[config.mk]
export PLATFORM = sky130hd
export DESIGN_NAME = dsp_ax_dispatcher_flat
export DESIGN_NICKNAME = d
export VERILOG_FILES = /design/src/rtl/dsp_ax_dispatcher_if.sv /design/src/rtl/dsp_ax_dispatcher.sv /design/src/flat_wrapper.sv
export SDC_FILE = /design/constraint.sdc
export NUM_CORES = 1
export LEC_CHECK = 0
export BUFFER_PORTS_ARGS = -buffer_cell sky130_fd_sc_hd__buf_2
export CAP_MARGIN = 20
export CORE_MARGIN = 4
export CORE_UTILIZATION = 50
export DETAILED_ROUTE_END_ITERATION = 8
export PLACE_DENSITY = 0.75
export SYNTH_ARGS = -nofsm -noshare
export SYNTH_HDL_FRONTEND = slang
export SYNTH_SLANG_ARGS = --single-unit
[constraint.sdc]
create_clock -name ACLK_i -period 4.4 [get_ports ACLK_i]
set_input_delay 0.88 -clock ACLK_i [delete_from_list [all_inputs] [get_ports ACLK_i]]
set_output_delay 0.88 -clock ACLK_i [all_outputs]
set_load 0.01 [all_outputs]
[src/rtl/dsp_ax_dispatcher_if.sv]
// Master AW/AR request channel: address payload plus valid/ready.
// master drives payload/valid, slave returns ready.
interface dsp_ax_dispatcher_if #(
   parameter int ADDR_WIDTH = 32,
   parameter int ID_W       = 5,
   parameter int BURST_W    = 2,
   parameter int LEN_W      = 8,
   parameter int SIZE_W     = 3
);
   logic [ID_W-1:0]       AxID;
   logic [ADDR_WIDTH-1:0] AxADDR;
   logic [BURST_W-1:0]    AxBURST;
   logic [LEN_W-1:0]      AxLEN;
   logic [SIZE_W-1:0]     AxSIZE;
   logic                  AxVALID;
   logic                  AxREADY;

   modport master (
      output AxID, AxADDR, AxBURST, AxLEN, AxSIZE, AxVALID,
      input  AxREADY
   );

   modport slave (
      input  AxID, AxADDR, AxBURST, AxLEN, AxSIZE, AxVALID,
      output AxREADY
   );
endinterface

[src/rtl/dsp_ax_dispatcher.sv]
// Per-master AW/AR dispatcher: skid-buffers the request, decodes the slave,
// issues one-hot valid, tracks {err,slv,len} order FIFO and data beats.
module dsp_ax_dispatcher #(
   parameter int SLV_AMT           = 3,
   parameter int OUTSTANDING_AMT   = 8,
   parameter int OUTST_CTN_W       = $clog2(OUTSTANDING_AMT) + 1,
   parameter int ADDR_WIDTH        = 32,
   parameter int TRANS_MST_ID_W    = 5,
   parameter int TRANS_BURST_W     = 2,
   parameter int TRANS_DATA_LEN_W  = 8,
   parameter int TRANS_DATA_SIZE_W = 3,
   parameter int SLV_ID_W          = (SLV_AMT > 1) ? $clog2(SLV_AMT) : 1,
   parameter int SLV_ID_LSB_IDX    = 28,
   parameter bit SLV_SWITCH_STALL  = 1'b1
) (
   input  logic                                    ACLK_i,
   input  logic                                    ARESET_i,
   dsp_ax_dispatcher_if.slave                      m_if,
   input  logic                                    m_xVALID_i,
   input  logic                                    m_xREADY_i,
   input  logic [SLV_AMT-1:0]                      sa_AxREADY_i,
   output logic [TRANS_MST_ID_W*SLV_AMT-1:0]       sa_AxID_o,
   output logic [ADDR_WIDTH*SLV_AMT-1:0]           sa_AxADDR_o,
   output logic [TRANS_BURST_W*SLV_AMT-1:0]        sa_AxBURST_o,
   output logic [TRANS_DATA_LEN_W*SLV_AMT-1:0]     sa_AxLEN_o,
   output logic [TRANS_DATA_SIZE_W*SLV_AMT-1:0]    sa_AxSIZE_o,
   output logic [SLV_AMT-1:0]                      sa_AxVALID_o,
   output logic [OUTST_CTN_W-1:0]                  sa_Ax_outst_ctn_o,
   output logic [SLV_ID_W-1:0]                     dsp_xDATA_slv_id_o,
   output logic                                    dsp_xDATA_err_o,
   output logic                                    dsp_xDATA_last_o,
   output logic                                    dsp_xDATA_disable_o,
   output logic [SLV_ID_W-1:0]                     dsp_WRESP_slv_id_o,
   output logic                                    dsp_WRESP_err_o,
   output logic                                    dsp_WRESP_shift_en_o
);

   localparam int PTR_W = (OUTSTANDING_AMT > 1) ? $clog2(OUTSTANDING_AMT) : 1;
   localparam logic [OUTST_CTN_W-1:0] DEPTH_C = OUTST_CTN_W'(OUTSTANDING_AMT);
   localparam logic [SLV_ID_W:0] SLV_AMT_C = (SLV_ID_W+1)'(SLV_AMT);
   localparam logic [PTR_W-1:0] PTR_MAX = PTR_W'(OUTSTANDING_AMT - 1);

   typedef struct packed {
      logic [TRANS_MST_ID_W-1:0]    id;
      logic [ADDR_WIDTH-1:0]        addr;
      logic [TRANS_BURST_W-1:0]     burst;
      logic [TRANS_DATA_LEN_W-1:0]  len;
      logic [TRANS_DATA_SIZE_W-1:0] size;
   } req_t;

   typedef struct packed {
      logic                        err;
      logic [SLV_ID_W-1:0]         slv;
      logic [TRANS_DATA_LEN_W-1:0] len;
   } ord_t;

   req_t                        req_in;
   req_t                        head_q, head_d, skid_q, skid_d;
   logic                        head_vld_q, head_vld_d;
   logic                        skid_vld_q, skid_vld_d;
   ord_t                        mem_q [OUTSTANDING_AMT];
   ord_t                        mem_d [OUTSTANDING_AMT];
   logic [PTR_W-1:0]            wr_ptr_q, wr_ptr_d, rd_ptr_q, rd_ptr_d;
   logic [OUTST_CTN_W-1:0]      cnt_q, cnt_d;
   logic [TRANS_DATA_LEN_W-1:0] beat_ctn_q, beat_ctn_d;
   logic [SLV_ID_W-1:0]         last_slv_q, last_slv_d;

   logic [SLV_ID_W-1:0] idx;
   logic                dec_err, fifo_empty, fifo_full, stall, issue;
   logic                accept, consume, beat, pop, is_last;
   logic [SLV_AMT-1:0]  sa_vld;
   ord_t                ord_head;

   // Ready depends only on skid occupancy, never on slave ready.
   assign m_if.AxREADY = ~skid_vld_q & ~ARESET_i;
   assign accept       = m_if.AxVALID & m_if.AxREADY;

   assign req_in = '{id: m_if.AxID, addr: m_if.AxADDR, burst: m_if.AxBURST,
                     len: m_if.AxLEN, size: m_if.AxSIZE};

   always_comb begin
      idx        = head_q.addr[SLV_ID_LSB_IDX +: SLV_ID_W];
      dec_err    = {1'b0, idx} >= SLV_AMT_C;
      fifo_empty = (cnt_q == '0);
      fifo_full  = (cnt_q == DEPTH_C);
      // Slave switch waits until every outstanding transfer retired.
      stall      = SLV_SWITCH_STALL & ~fifo_empty & (idx != last_slv_q) & ~dec_err;
      issue      = head_vld_q & ~fifo_full & ~stall;
      sa_vld     = '0;
      for (int s = 0; s < SLV_AMT; s++) begin
         sa_vld[s] = issue & ~dec_err & (idx == SLV_ID_W'(s));
      end
      consume    = issue & (dec_err | (|(sa_vld & sa_AxREADY_i)));
      ord_head   = mem_q[rd_ptr_q];
      beat       = m_xVALID_i & m_xREADY_i & ~fifo_empty;
      is_last    = ~fifo_empty & (beat_ctn_q == ord_head.len);
      pop        = beat & is_last;

      head_vld_d = head_vld_q;
      head_d     = head_q;
      skid_vld_d = skid_vld_q;
      skid_d     = skid_q;
      if (~head_vld_q | consume) begin
         if (skid_vld_q) begin
            head_vld_d = 1'b1;
            head_d     = skid_q;
            skid_vld_d = 1'b0;
         end else begin
            head_vld_d = accept;
            if (accept) head_d = req_in;
         end
      end else if (accept) begin
         skid_vld_d = 1'b1;
         skid_d     = req_in;
      end

      mem_d    = mem_q;
      wr_ptr_d = wr_ptr_q;
      rd_ptr_d = rd_ptr_q;
      if (consume) begin
         mem_d[wr_ptr_q] = '{err: dec_err, slv: idx, len: head_q.len};
         wr_ptr_d = (wr_ptr_q == PTR_MAX) ? '0 : wr_ptr_q + PTR_W'(1);
      end
      if (pop) begin
         rd_ptr_d = (rd_ptr_q == PTR_MAX) ? '0 : rd_ptr_q + PTR_W'(1);
      end
      cnt_d = cnt_q + OUTST_CTN_W'(consume) - OUTST_CTN_W'(pop);

      last_slv_d = (consume & ~dec_err) ? idx : last_slv_q;

      beat_ctn_d = beat_ctn_q;
      if (pop)       beat_ctn_d = '0;
      else if (beat) beat_ctn_d = beat_ctn_q + TRANS_DATA_LEN_W'(1);
   end

   always_ff @(posedge ACLK_i) begin
      if (ARESET_i) begin
         head_vld_q <= 1'b0;
         skid_vld_q <= 1'b0;
         head_q     <= '0;
         skid_q     <= '0;
         wr_ptr_q   <= '0;
         rd_ptr_q   <= '0;
         cnt_q      <= '0;
         beat_ctn_q <= '0;
         last_slv_q <= '0;
      end else begin
         head_vld_q <= head_vld_d;
         skid_vld_q <= skid_vld_d;
         head_q     <= head_d;
         skid_q     <= skid_d;
         wr_ptr_q   <= wr_ptr_d;
         rd_ptr_q   <= rd_ptr_d;
         cnt_q      <= cnt_d;
         beat_ctn_q <= beat_ctn_d;
         last_slv_q <= last_slv_d;
      end
   end

   // Entry storage needs no reset: reads are masked by the empty flag.
   always_ff @(posedge ACLK_i) begin
      mem_q <= mem_d;
   end

   assign sa_AxID_o    = {SLV_AMT{head_q.id}};
   assign sa_AxADDR_o  = {SLV_AMT{head_q.addr}};
   assign sa_AxBURST_o = {SLV_AMT{head_q.burst}};
   assign sa_AxLEN_o   = {SLV_AMT{head_q.len}};
   assign sa_AxSIZE_o  = {SLV_AMT{head_q.size}};
   assign sa_AxVALID_o = sa_vld;

   assign sa_Ax_outst_ctn_o    = cnt_q;
   assign dsp_xDATA_slv_id_o   = fifo_empty ? '0 : ord_head.slv;
   assign dsp_xDATA_err_o      = ~fifo_empty & ord_head.err;
   assign dsp_xDATA_last_o     = is_last;
   assign dsp_xDATA_disable_o  = fifo_empty;
   assign dsp_WRESP_slv_id_o   = fifo_empty ? '0 : ord_head.slv;
   assign dsp_WRESP_err_o      = ~fifo_empty & ord_head.err;
   assign dsp_WRESP_shift_en_o = pop;

endmodule
[src/flat_wrapper.sv]
// flat-port wrapper written by rule: the top's interface ports become plain ports
module dsp_ax_dispatcher_flat 
#(
   parameter int SLV_AMT           = 3,
   parameter int OUTSTANDING_AMT   = 8,
   parameter int OUTST_CTN_W       = $clog2(OUTSTANDING_AMT) + 1,
   parameter int ADDR_WIDTH        = 32,
   parameter int TRANS_MST_ID_W    = 5,
   parameter int TRANS_BURST_W     = 2,
   parameter int TRANS_DATA_LEN_W  = 8,
   parameter int TRANS_DATA_SIZE_W = 3,
   parameter int SLV_ID_W          = (SLV_AMT > 1) ? $clog2(SLV_AMT) : 1,
   parameter int SLV_ID_LSB_IDX    = 28,
   parameter bit SLV_SWITCH_STALL  = 1'b1
)
  (ACLK_i, ARESET_i, m_xVALID_i, m_xREADY_i, sa_AxREADY_i, sa_AxID_o, sa_AxADDR_o, sa_AxBURST_o, sa_AxLEN_o, sa_AxSIZE_o, sa_AxVALID_o, sa_Ax_outst_ctn_o, dsp_xDATA_slv_id_o, dsp_xDATA_err_o, dsp_xDATA_last_o, dsp_xDATA_disable_o, dsp_WRESP_slv_id_o, dsp_WRESP_err_o, dsp_WRESP_shift_en_o, m_if_AxID, m_if_AxADDR, m_if_AxBURST, m_if_AxLEN, m_if_AxSIZE, m_if_AxVALID, m_if_AxREADY);
  dsp_ax_dispatcher_if #(.ADDR_WIDTH(ADDR_WIDTH)) m_if_i ();
  input  logic ACLK_i;
  input  logic ARESET_i;
  input  logic m_xVALID_i;
  input  logic m_xREADY_i;
  input  logic [SLV_AMT-1:0] sa_AxREADY_i;
  output logic [TRANS_MST_ID_W*SLV_AMT-1:0] sa_AxID_o;
  output logic [ADDR_WIDTH*SLV_AMT-1:0] sa_AxADDR_o;
  output logic [TRANS_BURST_W*SLV_AMT-1:0] sa_AxBURST_o;
  output logic [TRANS_DATA_LEN_W*SLV_AMT-1:0] sa_AxLEN_o;
  output logic [TRANS_DATA_SIZE_W*SLV_AMT-1:0] sa_AxSIZE_o;
  output logic [SLV_AMT-1:0] sa_AxVALID_o;
  output logic [OUTST_CTN_W-1:0] sa_Ax_outst_ctn_o;
  output logic [SLV_ID_W-1:0] dsp_xDATA_slv_id_o;
  output logic dsp_xDATA_err_o;
  output logic dsp_xDATA_last_o;
  output logic dsp_xDATA_disable_o;
  output logic [SLV_ID_W-1:0] dsp_WRESP_slv_id_o;
  output logic dsp_WRESP_err_o;
  output logic dsp_WRESP_shift_en_o;
  input wire logic [$bits(m_if_i.AxID)-1:0] m_if_AxID;
  input wire logic [$bits(m_if_i.AxADDR)-1:0] m_if_AxADDR;
  input wire logic [$bits(m_if_i.AxBURST)-1:0] m_if_AxBURST;
  input wire logic [$bits(m_if_i.AxLEN)-1:0] m_if_AxLEN;
  input wire logic [$bits(m_if_i.AxSIZE)-1:0] m_if_AxSIZE;
  input wire logic [$bits(m_if_i.AxVALID)-1:0] m_if_AxVALID;
  output wire logic [$bits(m_if_i.AxREADY)-1:0] m_if_AxREADY;
  assign m_if_i.AxID = m_if_AxID;
  assign m_if_i.AxADDR = m_if_AxADDR;
  assign m_if_i.AxBURST = m_if_AxBURST;
  assign m_if_i.AxLEN = m_if_AxLEN;
  assign m_if_i.AxSIZE = m_if_AxSIZE;
  assign m_if_i.AxVALID = m_if_AxVALID;
  assign m_if_AxREADY = m_if_i.AxREADY;
  dsp_ax_dispatcher #(.SLV_AMT(SLV_AMT), .OUTSTANDING_AMT(OUTSTANDING_AMT), .OUTST_CTN_W(OUTST_CTN_W), .ADDR_WIDTH(ADDR_WIDTH), .TRANS_MST_ID_W(TRANS_MST_ID_W), .TRANS_BURST_W(TRANS_BURST_W), .TRANS_DATA_LEN_W(TRANS_DATA_LEN_W), .TRANS_DATA_SIZE_W(TRANS_DATA_SIZE_W), .SLV_ID_W(SLV_ID_W), .SLV_ID_LSB_IDX(SLV_ID_LSB_IDX), .SLV_SWITCH_STALL(SLV_SWITCH_STALL)) u_core (.ACLK_i(ACLK_i), .ARESET_i(ARESET_i), .m_if(m_if_i), .m_xVALID_i(m_xVALID_i), .m_xREADY_i(m_xREADY_i), .sa_AxREADY_i(sa_AxREADY_i), .sa_AxID_o(sa_AxID_o), .sa_AxADDR_o(sa_AxADDR_o), .sa_AxBURST_o(sa_AxBURST_o), .sa_AxLEN_o(sa_AxLEN_o), .sa_AxSIZE_o(sa_AxSIZE_o), .sa_AxVALID_o(sa_AxVALID_o), .sa_Ax_outst_ctn_o(sa_Ax_outst_ctn_o), .dsp_xDATA_slv_id_o(dsp_xDATA_slv_id_o), .dsp_xDATA_err_o(dsp_xDATA_err_o), .dsp_xDATA_last_o(dsp_xDATA_last_o), .dsp_xDATA_disable_o(dsp_xDATA_disable_o), .dsp_WRESP_slv_id_o(dsp_WRESP_slv_id_o), .dsp_WRESP_err_o(dsp_WRESP_err_o), .dsp_WRESP_shift_en_o(dsp_WRESP_shift_en_o));
endmodule
==> out/qor.yml <==
synth_flop_cell: "dfxtp_1"
remaining_drc_errors: 0
finalInstanceArea_sq_um: 10900
period_needed_ps: 4150
cts_tree: "yes"
ios: 225
worst-r2r-setup-slack_ps: 690
fin_skew_ps: 11.1
finalSetupTns_ps: 0
synth_top_cell_area_share_pct: 27.7
syn-cell-area_sq_um: 9530
post_cts_resized: 0
syn2layout_area_growth_pct: 14.1
clk_latency_ps: 490
slew_headroom_pct: 27.3
cpMaxStageDelayCell: "dfxtp_1"
yosysTopAreaCell: "edfxtp_1"
syn_area_per_cell_sq_um: 11.8
synthCells: 806
cpMostUsedCell: "buf_4"
yosysSeqAreaShare_pct: 53.4
die_h_um: 146
synth_seq_cells: 210
ant_nets: 0
path_max_fanout: 12
endpoint_kind: "output pin"
die_area_sq_um: 21300
async_flop_share_pct: 0
place_congestion: 0.782
grt_first_pass_wirelength_um: 33800
gr-usage-all-layers_pct: 19.3
fp.dieW_um: 146
synth_area_leaders: "edfxtp_1 (28%), dfxtp_1 (26%), mux2i_1 (12%), buf_4 (8.1%), mux4_2 (4.3%)"
fill_cells: 1535
setup_viol_count_final: 0
slowest_delay_ps: 720
max_cap_viol_count: 0
cts-hold-fix-buffers: 0
cts_buffer_depth: 3
place_ws_ps: 667
clk_pin_slew_worst_paths_ps: 60
holdWs_ps: 493
drt_iter0_markers: 349
cp-start-kind: "flip-flop"
report.final.slew_viol_count: 0
tightestPinTransition_ps: 1090
coreArea_sq_um: 18700
synth.distinct_cells: 46
placed_cell_area_sq_um: 10100
grt_max_degree: 64
rsz0062_at_grt: "false"
htreeDepth: 1
hold_viol_final: 0
timing.fmax_mhz: 241
postCtsSetupRepairBufs: 0
vias: 6360
firstDrtPassIters: 5
netlist_top_cells_count: "dfxtp_1 (122), mux2i_1 (118), buf_4 (103)"
powerDensity_nw_per_um2: 448
row_count: 50
cts-buffers-inserted: 23
critPathBufInv: 3
via_per_inst: 5.45
required_ps: 3520
critPathTopFamily: "flip-flops"
min_period_over_period_pct: 94.2
final_nets: 987
wl_per_cell_um: 18.5
syn_nets: 876
peakVddDrop_v: 0.000365
grt_pass1_vias: 6219
dpl.hpwl_um: 14000
yosys_warnings: 0
n_antenna_cell: 0
status: "complete, no violations"
portBuffers: 224
synth-edff-count: 88
power_mw: 4.87
antenna_found_initial: 3
cp_cell_sequence: "buf_4 > mux4_2 > mux2i_1 > xor2_1 > nand2_1 > nor4_4 > buf_4 > buf_2"
p_leak_nw: 4.27
routed_wl_um: 21600
drive_above_1_share_pct: 32.6
hold_class: "reg -> reg"
root_buffer: "clkbuf_16"
grt_overflow_total: 0
yosysMostFrequentCell: "dfxtp_1"
start_util_pct: 50.9
crit_type: "reg -> out"
final.setup.worst_slack_ps: 254
crit_arrival_ps: 3270
cts.sinks: 210
-- logic make-up after synthesis --
| family | Yosys count | share of synthesized area [%] |
|---|---|---|
| DFF | 210 | 53.4 |
| buffers and inverters | 169 | 11.0 |
| muxes | 140 | 17.5 |
| and+or+nand+nor | 133 | 6.72 |
| AOI/OAI and AO/OA | 131 | 8.73 |
| adders and majority gates | 12 | 1.65 |
| xor gates and xnor gates | 11 | 1.01 |
-- sequential cells by signal, indices dropped and copies added, names as in the netlist, 4 cells and up --
name                      flops
u_core.skid_q                50
u_core.sa_Ax_outst_ctn_o      4
u_core.sa_AxID_o              5
u_core.beat_ctn_q             8
u_core.sa_AxADDR_o           32
u_core.sa_AxLEN_o             8
u_core.mem_q                 88
-- worst paths after layout --
kind | startpoint | to | cells past startpoint
setup / recovery | u_core.rd_ptr_q[1]$_SDFFE_PP0P_ | dsp_WRESP_shift_en_o | 8
hold / removal | u_core.skid_q[8]$_SDFFE_PP0P_ | u_core.skid_q[8]$_SDFFE_PP0P_ | 2
setup reg to reg | u_core.rd_ptr_q[1]$_SDFFE_PP0P_ | u_core.sa_Ax_outst_ctn_o[2]$_SDFF_PP0_ | 13
hold reg to reg | u_core.skid_q[8]$_SDFFE_PP0P_ | u_core.skid_q[8]$_SDFFE_PP0P_ | 2
-- worst reg2reg max path: stages (launching register included) --
cell and delay, ps:
dfxtp_1 720, buf_4 270, mux4_2 500, mux2i_1 180
xor2_1 170, nand2_1 210, nor4_4 360, ha_1 300
inv_1 60, ha_1 160, inv_1 60, fa_1 370
xor2_1 170, nor2_1 50
-- placed cells by master (no fill, tap or decap), types with 2 or more instances in the layout --
cell and count:
buf_2 223, dfxtp_1 121, mux2i_1 118, edfxtp_1 88, a21oi_1 64, nor2_1 64, a211oi_1 50, clkbuf_16 23
mux4_2 18, buf_4 18, nand2_1 17, inv_1 13, nor3_1 11, ha_1 11, xor2_1 10, clkbuf_1 8
nand3_1 7, nor2b_1 6, and2_1 5, and3_1 5, nor3b_1 4, o32ai_1 4, clkinv_2 4, nand2b_1 3
nand4_1 3, bufinv_16 3, a2bb2oi_1 2, mux4_1 2, nor4_4 2, nor4b_2 2, o21ai_0 2, clkinv_1 2
-- final cells by class --
type                       count  area [sq um]  share of cell area [%]
tap                          234           293                    2.69
timing repair buffer         242          1270                    11.7
inverter                      13          48.8                   0.449
sequential                   210          5090                    46.8
multi-input combinational    427          3440                    31.6
clock buffer                  31           606                    5.57
clock inverter                10           125                    1.15
-- power breakdown --
group          switching, mW  total, mW  internal [mW]  leakage [nW]
Clock                  0.722       1.86           1.14         0.354
Sequential             0.119       2.26           2.15          1.80
Combinational          0.448      0.749          0.301          2.12
-- metal layers --
layer | vias up | share of wire (%) | routed length (um) | global-route usage [%]
met3 | 35 | 7.6 | 1640 | 5.18
met2 | 216 | 48 | 10400 | 32.1
met4 | 6 | 1.5 | 324 | 4.52
met1 | 3068 | 43 | 9180 | 25.5
met5 | - | 0.19 | 42 | 0
li1 | 3035 | - | - | -
-- through the flow --
stage                     util, %  cells
after floorplan                 -    806
after global placement       54.2   1126
after detailed placement     54.2   1126
after CTS                    58.1   1167
after global routing         58.1   1167
final                        58.1   1167
Power figures use the tool's default switching activity.
